**src/rtl/calc_operand_sequencer_if.sv**
```systemverilog
// Byte command, calculator operand and result handshake bundle
// for the calculator operand sequencer.
interface calc_operand_sequencer_if;
    logic        in_valid;
    logic [7:0]  in_data;
    logic        in_ready;
    logic [7:0]  first_num;
    logic [7:0]  second_num;
    logic [1:0]  operation;
    logic [15:0] calc_result;
    logic        res_valid;
    logic [15:0] res_data;
    logic        res_err;
    logic        res_ready;
    logic        busy;

    modport master (
        output in_valid, in_data, calc_result, res_ready,
        input  in_ready, first_num, second_num, operation,
        input  res_valid, res_data, res_err, busy
    );

    modport slave (
        input  in_valid, in_data, calc_result, res_ready,
        output in_ready, first_num, second_num, operation,
        output res_valid, res_data, res_err, busy
    );
endinterface

```
**src/rtl/calc_operand_sequencer.sv**
```systemverilog
// Collects opcode/A/B bytes, drives the registered calculator,
// waits out its latency and returns the 16-bit result.
module calc_operand_sequencer #(
    parameter int unsigned LATENCY = 1
) (
    input logic                     clk,
    input logic                     reset,
    calc_operand_sequencer_if.slave bus
);

    typedef enum logic [2:0] {
        GET_OP,
        GET_A,
        GET_B,
        WAIT,
        RESP
    } state_e;

    state_e      state_q, state_d;
    logic [7:0]  a_q, a_d;
    logic [7:0]  b_q, b_d;
    logic [1:0]  op_q, op_d;
    logic [15:0] res_q, res_d;
    logic        err_q, err_d;
    logic        vld_q, vld_d;
    logic [3:0]  cnt_q, cnt_d;
    logic        xfer;

    // in_ready depends on state only, never on res_ready or in_valid
    assign bus.in_ready = (state_q == GET_OP) ||
                          (state_q == GET_A)  ||
                          (state_q == GET_B);
    assign xfer           = bus.in_valid && bus.in_ready;
    assign bus.busy       = (state_q != GET_OP);
    assign bus.first_num  = a_q;
    assign bus.second_num = b_q;
    assign bus.operation  = op_q;
    assign bus.res_valid  = vld_q;
    assign bus.res_data   = res_q;
    assign bus.res_err    = err_q;

    always_comb begin
        state_d = state_q;
        a_d     = a_q;
        b_d     = b_q;
        op_d    = op_q;
        res_d   = res_q;
        err_d   = err_q;
        vld_d   = vld_q;
        cnt_d   = cnt_q;
        unique case (state_q)
            GET_OP: if (xfer) begin
                op_d    = bus.in_data[1:0];
                state_d = GET_A;
            end
            GET_A: if (xfer) begin
                a_d     = bus.in_data;
                state_d = GET_B;
            end
            GET_B: if (xfer) begin
                // divide-by-zero never reaches the calculator
                if (op_q == 2'b11 && bus.in_data == 8'h00) begin
                    b_d     = 8'h00;
                    res_d   = 16'hFFFF;
                    err_d   = 1'b1;
                    vld_d   = 1'b1;
                    state_d = RESP;
                end else begin
                    b_d     = bus.in_data;
                    cnt_d   = 4'(LATENCY);
                    state_d = WAIT;
                end
            end
            WAIT: begin
                if (cnt_q != 4'd0) begin
                    cnt_d = cnt_q - 4'd1;
                end else begin
                    res_d   = bus.calc_result;
                    err_d   = 1'b0;
                    vld_d   = 1'b1;
                    state_d = RESP;
                end
            end
            RESP: if (bus.res_ready) begin
                vld_d   = 1'b0;
                err_d   = 1'b0;
                state_d = GET_OP;
            end
            default: state_d = GET_OP;
        endcase
    end

    always_ff @(posedge clk) begin
        if (reset) begin
            state_q <= GET_OP;
            a_q     <= 8'h00;
            b_q     <= 8'h00;
            op_q    <= 2'b00;
            res_q   <= 16'h0000;
            err_q   <= 1'b0;
            vld_q   <= 1'b0;
            cnt_q   <= 4'd0;
        end else begin
            state_q <= state_d;
            a_q     <= a_d;
            b_q     <= b_d;
            op_q    <= op_d;
            res_q   <= res_d;
            err_q   <= err_d;
            vld_q   <= vld_d;
            cnt_q   <= cnt_d;
        end
    end

endmodule

```
**src/flat_wrapper.sv**
```systemverilog
// flat-port wrapper written by rule: the top's interface ports become plain ports
module calc_operand_sequencer_flat 
#(
    parameter int unsigned LATENCY = 1
)
  (clk, reset, bus_in_valid, bus_in_data, bus_calc_result, bus_res_ready, bus_in_ready, bus_first_num, bus_second_num, bus_operation, bus_res_valid, bus_res_data, bus_res_err, bus_busy);
  calc_operand_sequencer_if bus_i ();
  input logic clk;
  input logic reset;
  input wire logic [$bits(bus_i.in_valid)-1:0] bus_in_valid;
  input wire logic [$bits(bus_i.in_data)-1:0] bus_in_data;
  input wire logic [$bits(bus_i.calc_result)-1:0] bus_calc_result;
  input wire logic [$bits(bus_i.res_ready)-1:0] bus_res_ready;
  output wire logic [$bits(bus_i.in_ready)-1:0] bus_in_ready;
  output wire logic [$bits(bus_i.first_num)-1:0] bus_first_num;
  output wire logic [$bits(bus_i.second_num)-1:0] bus_second_num;
  output wire logic [$bits(bus_i.operation)-1:0] bus_operation;
  output wire logic [$bits(bus_i.res_valid)-1:0] bus_res_valid;
  output wire logic [$bits(bus_i.res_data)-1:0] bus_res_data;
  output wire logic [$bits(bus_i.res_err)-1:0] bus_res_err;
  output wire logic [$bits(bus_i.busy)-1:0] bus_busy;
  assign bus_i.in_valid = bus_in_valid;
  assign bus_i.in_data = bus_in_data;
  assign bus_i.calc_result = bus_calc_result;
  assign bus_i.res_ready = bus_res_ready;
  assign bus_in_ready = bus_i.in_ready;
  assign bus_first_num = bus_i.first_num;
  assign bus_second_num = bus_i.second_num;
  assign bus_operation = bus_i.operation;
  assign bus_res_valid = bus_i.res_valid;
  assign bus_res_data = bus_i.res_data;
  assign bus_res_err = bus_i.res_err;
  assign bus_busy = bus_i.busy;
  calc_operand_sequencer #(.LATENCY(LATENCY)) u_core (.clk(clk), .reset(reset), .bus(bus_i));
endmodule
```
**config.mk**
```make
export PLATFORM = sky130hd
export DESIGN_NAME = calc_operand_sequencer_flat
export DESIGN_NICKNAME = d
export VERILOG_FILES = /design/src/rtl/calc_operand_sequencer_if.sv /design/src/rtl/calc_operand_sequencer.sv /design/src/flat_wrapper.sv
export SDC_FILE = /design/constraint.sdc
export NUM_CORES = 1
export LEC_CHECK = 0
export ABC_CLOCK_PERIOD_IN_PS = 1700
export BUFFER_PORTS_ARGS = -buffer_cell sky130_fd_sc_hd__buf_2
export CORE_UTILIZATION = 40
export CTS_BUF_LIST = sky130_fd_sc_hd__clkbuf_4 sky130_fd_sc_hd__clkbuf_8 sky130_fd_sc_hd__clkbuf_16
export CTS_CLUSTER_DIAMETER = 50
export CTS_CLUSTER_SIZE = 25
export DETAILED_ROUTE_END_ITERATION = 10
export PLACE_DENSITY = 0.67
export SLEW_MARGIN = 10
export SYNTH_ARGS = -nofsm -noshare
export SYNTH_HDL_FRONTEND = slang
export SYNTH_SLANG_ARGS = --single-unit
```
**constraint.sdc**
```tcl
create_clock -name clk -period 1.7 [get_ports clk]
set_input_delay 0.17 -clock clk [delete_from_list [all_inputs] [get_ports clk]]
set_output_delay 0.17 -clock clk [all_outputs]
set_load 0.1 [all_outputs]
```
==> impl_table.tex <==
\begin{tabular}{lr}
\hline
Metric & Value \\
\hline
\multicolumn{2}{l}{\textbf{Timing}} \\
Final hold violations & 0 \\
Final Max Slew Viols & 0 \\
Worst setup margin & 52.3 ps \\
Final setup violation count & 0 \\
Transition time at the pin with the least slew margin & 501 ps \\
Final clock skew & 4.20 ps \\
Post-route clock period utilization & 0.969 \\
Highest achievable clock rate & 0.607 GHz \\
Relative slew margins & 0.668 \\
Tmin final & 1650 ps \\
\multicolumn{2}{l}{\textbf{Finish}} \\
Antenna diodes & 0 \\
Area growth syn-to-layout & 34.2\% \\
Final net count & 264 \\
Share of post-route cells with drive strength above 1 & 0.523 \\
\multicolumn{2}{l}{\textbf{Pwr}} \\
IR Drop Worst-Case VDD & 0.492 mV \\
Post-layout total power & 2.38 mW \\
Cell area power density & 1000 nW/µm² \\
Static leakage power & 1.07 nW \\
\multicolumn{2}{l}{\textbf{Die}} \\
Total I/O pin count & 66 \\
Die height & 68.5 µm \\
Die Width & 68.5 µm \\
Area of the core & 4120 µm² \\
Number of placement rows & 23 \\
Initial Utilization & 0.430 \\
Total die area & 4690 µm² \\
\multicolumn{2}{l}{\textbf{Synth}} \\
Unique masters post-synth & 39 \\
Flip-flop and latch count after synthesis & 43 \\
Share of flip-flops with an asynchronous set or reset & 0 \\
Net Count, Synth & 188 \\
Synth area leader & dfxtp\_1 \\
Commonest cells in the netlist & dfxtp\_1, nor2\_1, o221a\_2 \\
Syn. warnings & 0 \\
Post-synth EDFFs & 0 \\
Post-Synthesis Mean Instance Area & 11.2 µm² \\
Cell with the most instances after synthesis & dfxtp\_1 \\
Main flop type after synthesis & dfxtp\_1 \\
Post-synthesis sequential area ratio & 0.487 \\
Number of instances in the synthesized netlist & 158 \\
Post-synth top area share & 0.487 \\
Post-synthesis cell area & 1770 µm² \\
Cell types occupying the most area after synthesis & dfxtp\_1, o221a\_2, mux2i\_1, nor2\_1, a22o\_1 \\
\multicolumn{2}{l}{\textbf{Clock tree}} \\
Buffers from clock root to sink, at most & 2 \\
Clock net sink count & 43 \\
CTS tree & built \\
Total number of H-tree levels & 2 \\
Number of hold-repair buffers added at the cts stage & 0 \\
Clock network latency to the later pin of the worst-skew pair & 290 ps \\
Number of buffers inserted during clock tree synthesis & 5 \\
Root buffer cell & clkbuf\_8 \\
Clock slew at the register clock pins of the worst setup and hold paths & 80 ps \\
\multicolumn{2}{l}{\textbf{Worst setup path}} \\
Number of cells on the worst reg-to-reg path & 7 \\
Launch instance of the worst register-to-register path & u\_core.cnt\_q[0] \\
Setup slack on the worst flop-to-flop path & 50 ps \\
Kind of launch point of the worst setup path & flop \\
Endpoint of the worst register-to-register path & u\_core.bus.second\_num[5] \\
Data required time of the worst path & 1880 ps \\
Top fanout value on the critical path & 6 \\
Path type of the worst setup path & reg -> reg \\
Critical path endpoint category & flop \\
Worst Path Arrival & 1830 ps \\
\multicolumn{2}{l}{\textbf{Placed design}} \\
Half-perimeter wire length after placement & 2.99 mm \\
Final weighted congestion in routability-driven placement & 0.746 \\
Port Buffer Count & 65 \\
DP Worst Slack & 66.8 ps \\
\multicolumn{2}{l}{\textbf{Drt}} \\
Initial drt markers & 51 \\
Detailed-route wire length & 4.17 mm \\
Vias/cell & 5.31 \\
Routed wire per std cell & 14.6 µm \\
Iteration count of the initial detailed-routing pass & 4 \\
Count of unresolved DRC violations after routing & 0 \\
Antenna viol nets, final & 0 \\
Total via count in the routed design & 1512 \\
\multicolumn{2}{l}{\textbf{Min path}} \\
Worst hold stages & 2 \\
Hold-critical path endpoint & u\_core.bus.second\_num[3] \\
Launch point of the worst hold path & bus\_in\_data[3] \\
Worst Hold Class & in -> reg \\
\multicolumn{2}{l}{\textbf{Run}} \\
Count of max-cap constraint violations & 0 \\
\multicolumn{2}{l}{\textbf{Global route}} \\
Number of antenna violations at the first check in global routing & 0 \\
Overall fraction of global-route tracks in use & 0.184 \\
First-pass GRT wire length & 6.38 mm \\
Maximum number of pins on one net before global-route repair & 18 \\
Leftover overflow at the end of global routing & 0 \\
Number of global-route vias before repair & 1388 \\
\multicolumn{2}{l}{\textbf{Run status}} \\
Status & finished, final reports clean \\
\hline
\end{tabular}
-- flip-flops by register name, summed over array words and instances, names as in the netlist --
name / cells
u_core.bus.second_num: 8
u_core.state_q: 3
u_core.bus.res_valid: 1
u_core.bus.res_err: 1
u_core.bus.operation: 2
u_core.bus.first_num: 8
u_core.bus.res_data: 16
u_core.cnt_q: 4
-- power by group --
group	internal (mW)	leakage [nW]	switching, mW	total, mW
clock	0.475	0.0612	0.328	0.803
combinational	0.137	0.658	0.372	0.508
sequential	1.04	0.351	0.0250	1.07
-- stage by stage --
step	setup TNS (ps)	area, µm²	cells	hold WS, ps	util
6_report	0	2370	285	130	0.577
3_3_place_gp	0	2200	274	427	0.534
3_5_place_dp	0	2200	274	437	0.534
5_1_grt	-176	2370	285	140	0.577
2_1_floorplan	0	1790	158	303	-
4_1_cts	0	2310	282	123	0.562
-- layout by cell type, fill, tap and decap left out, types with 3 or more instances in the layout --
| master | synthesis | layout |
|---|---|---|
| clkbuf_8 | 0 | 6 |
| or3_1 | 3 | 3 |
| a22o_1 | 6 | 6 |
| dfxtp_1 | 43 | 38 |
| mux2i_1 | 12 | 12 |
| a21oi_1 | 6 | 5 |
| buf_4 | 2 | 15 |
| nor2_1 | 21 | 20 |
| o221a_2 | 16 | 16 |
| buf_2 | 3 | 64 |
| o31ai_1 | 4 | 4 |
| nand3_1 | 4 | 4 |
| dfxtp_2 | 0 | 3 |
-- kinds of logic after synthesis --
kind of cell,after synthesis,synth area share
buf+inv,13,0.0445
compound gates,37,0.190
simple gates,51,0.197
mux,12,0.0679
flops,43,0.487
fa+ha+maj,2,0.0141
-- worst max-delay path by stage --
stage                                  startpoint                  endpoint  slack [ps]  cells after the start
final                             u_core.cnt_q[0]  u_core.bus.second_num[5]          50                      7
after detailed placement        u_core.state_q[2]  u_core.bus.second_num[5]          70                      5
after global routing              u_core.cnt_q[0]  u_core.bus.second_num[6]         -30                      7
after floorplan           u_core.bus.operation[1]  u_core.bus.second_num[1]          70                      5
after global placement          u_core.state_q[2]  u_core.bus.second_num[3]          80                      5
after CTS                       u_core.state_q[0]                  bus_busy          20                      3
-- worst max-delay path: stages, from the launching register on --
cell,delay [ps]
dfxtp_2,340
inv_2,60
ha_1,150
nor3b_4,250
a2bb2oi_4,270
nor4_4,80
buf_4,170
a22o_1,230
-- repair_timing --
action                                  CTS  global route
buffers inserted                          0             3
gates resized for setup                   0            12
endpoints found under the setup margin    0             8
-- area by class of cell --
cell class              count  area (µm²)
fillers                   353        1740
multi-input cells         102         877
flip-flops and latches     43         872
repair buffers             79         433
clock buffers               6        82.6
well taps                  50        62.6
clock inverters             2        35.0
inverters                   3        11.3
-- routing by layer --
metal  wire, µm  share of wire  track usage
met2       1900           0.46        0.300
met4         67          0.016       0.0781
met1       1940           0.46        0.231
met5          0              0            0
met3        263          0.063       0.0444
(Power assumes the default switching activity.)
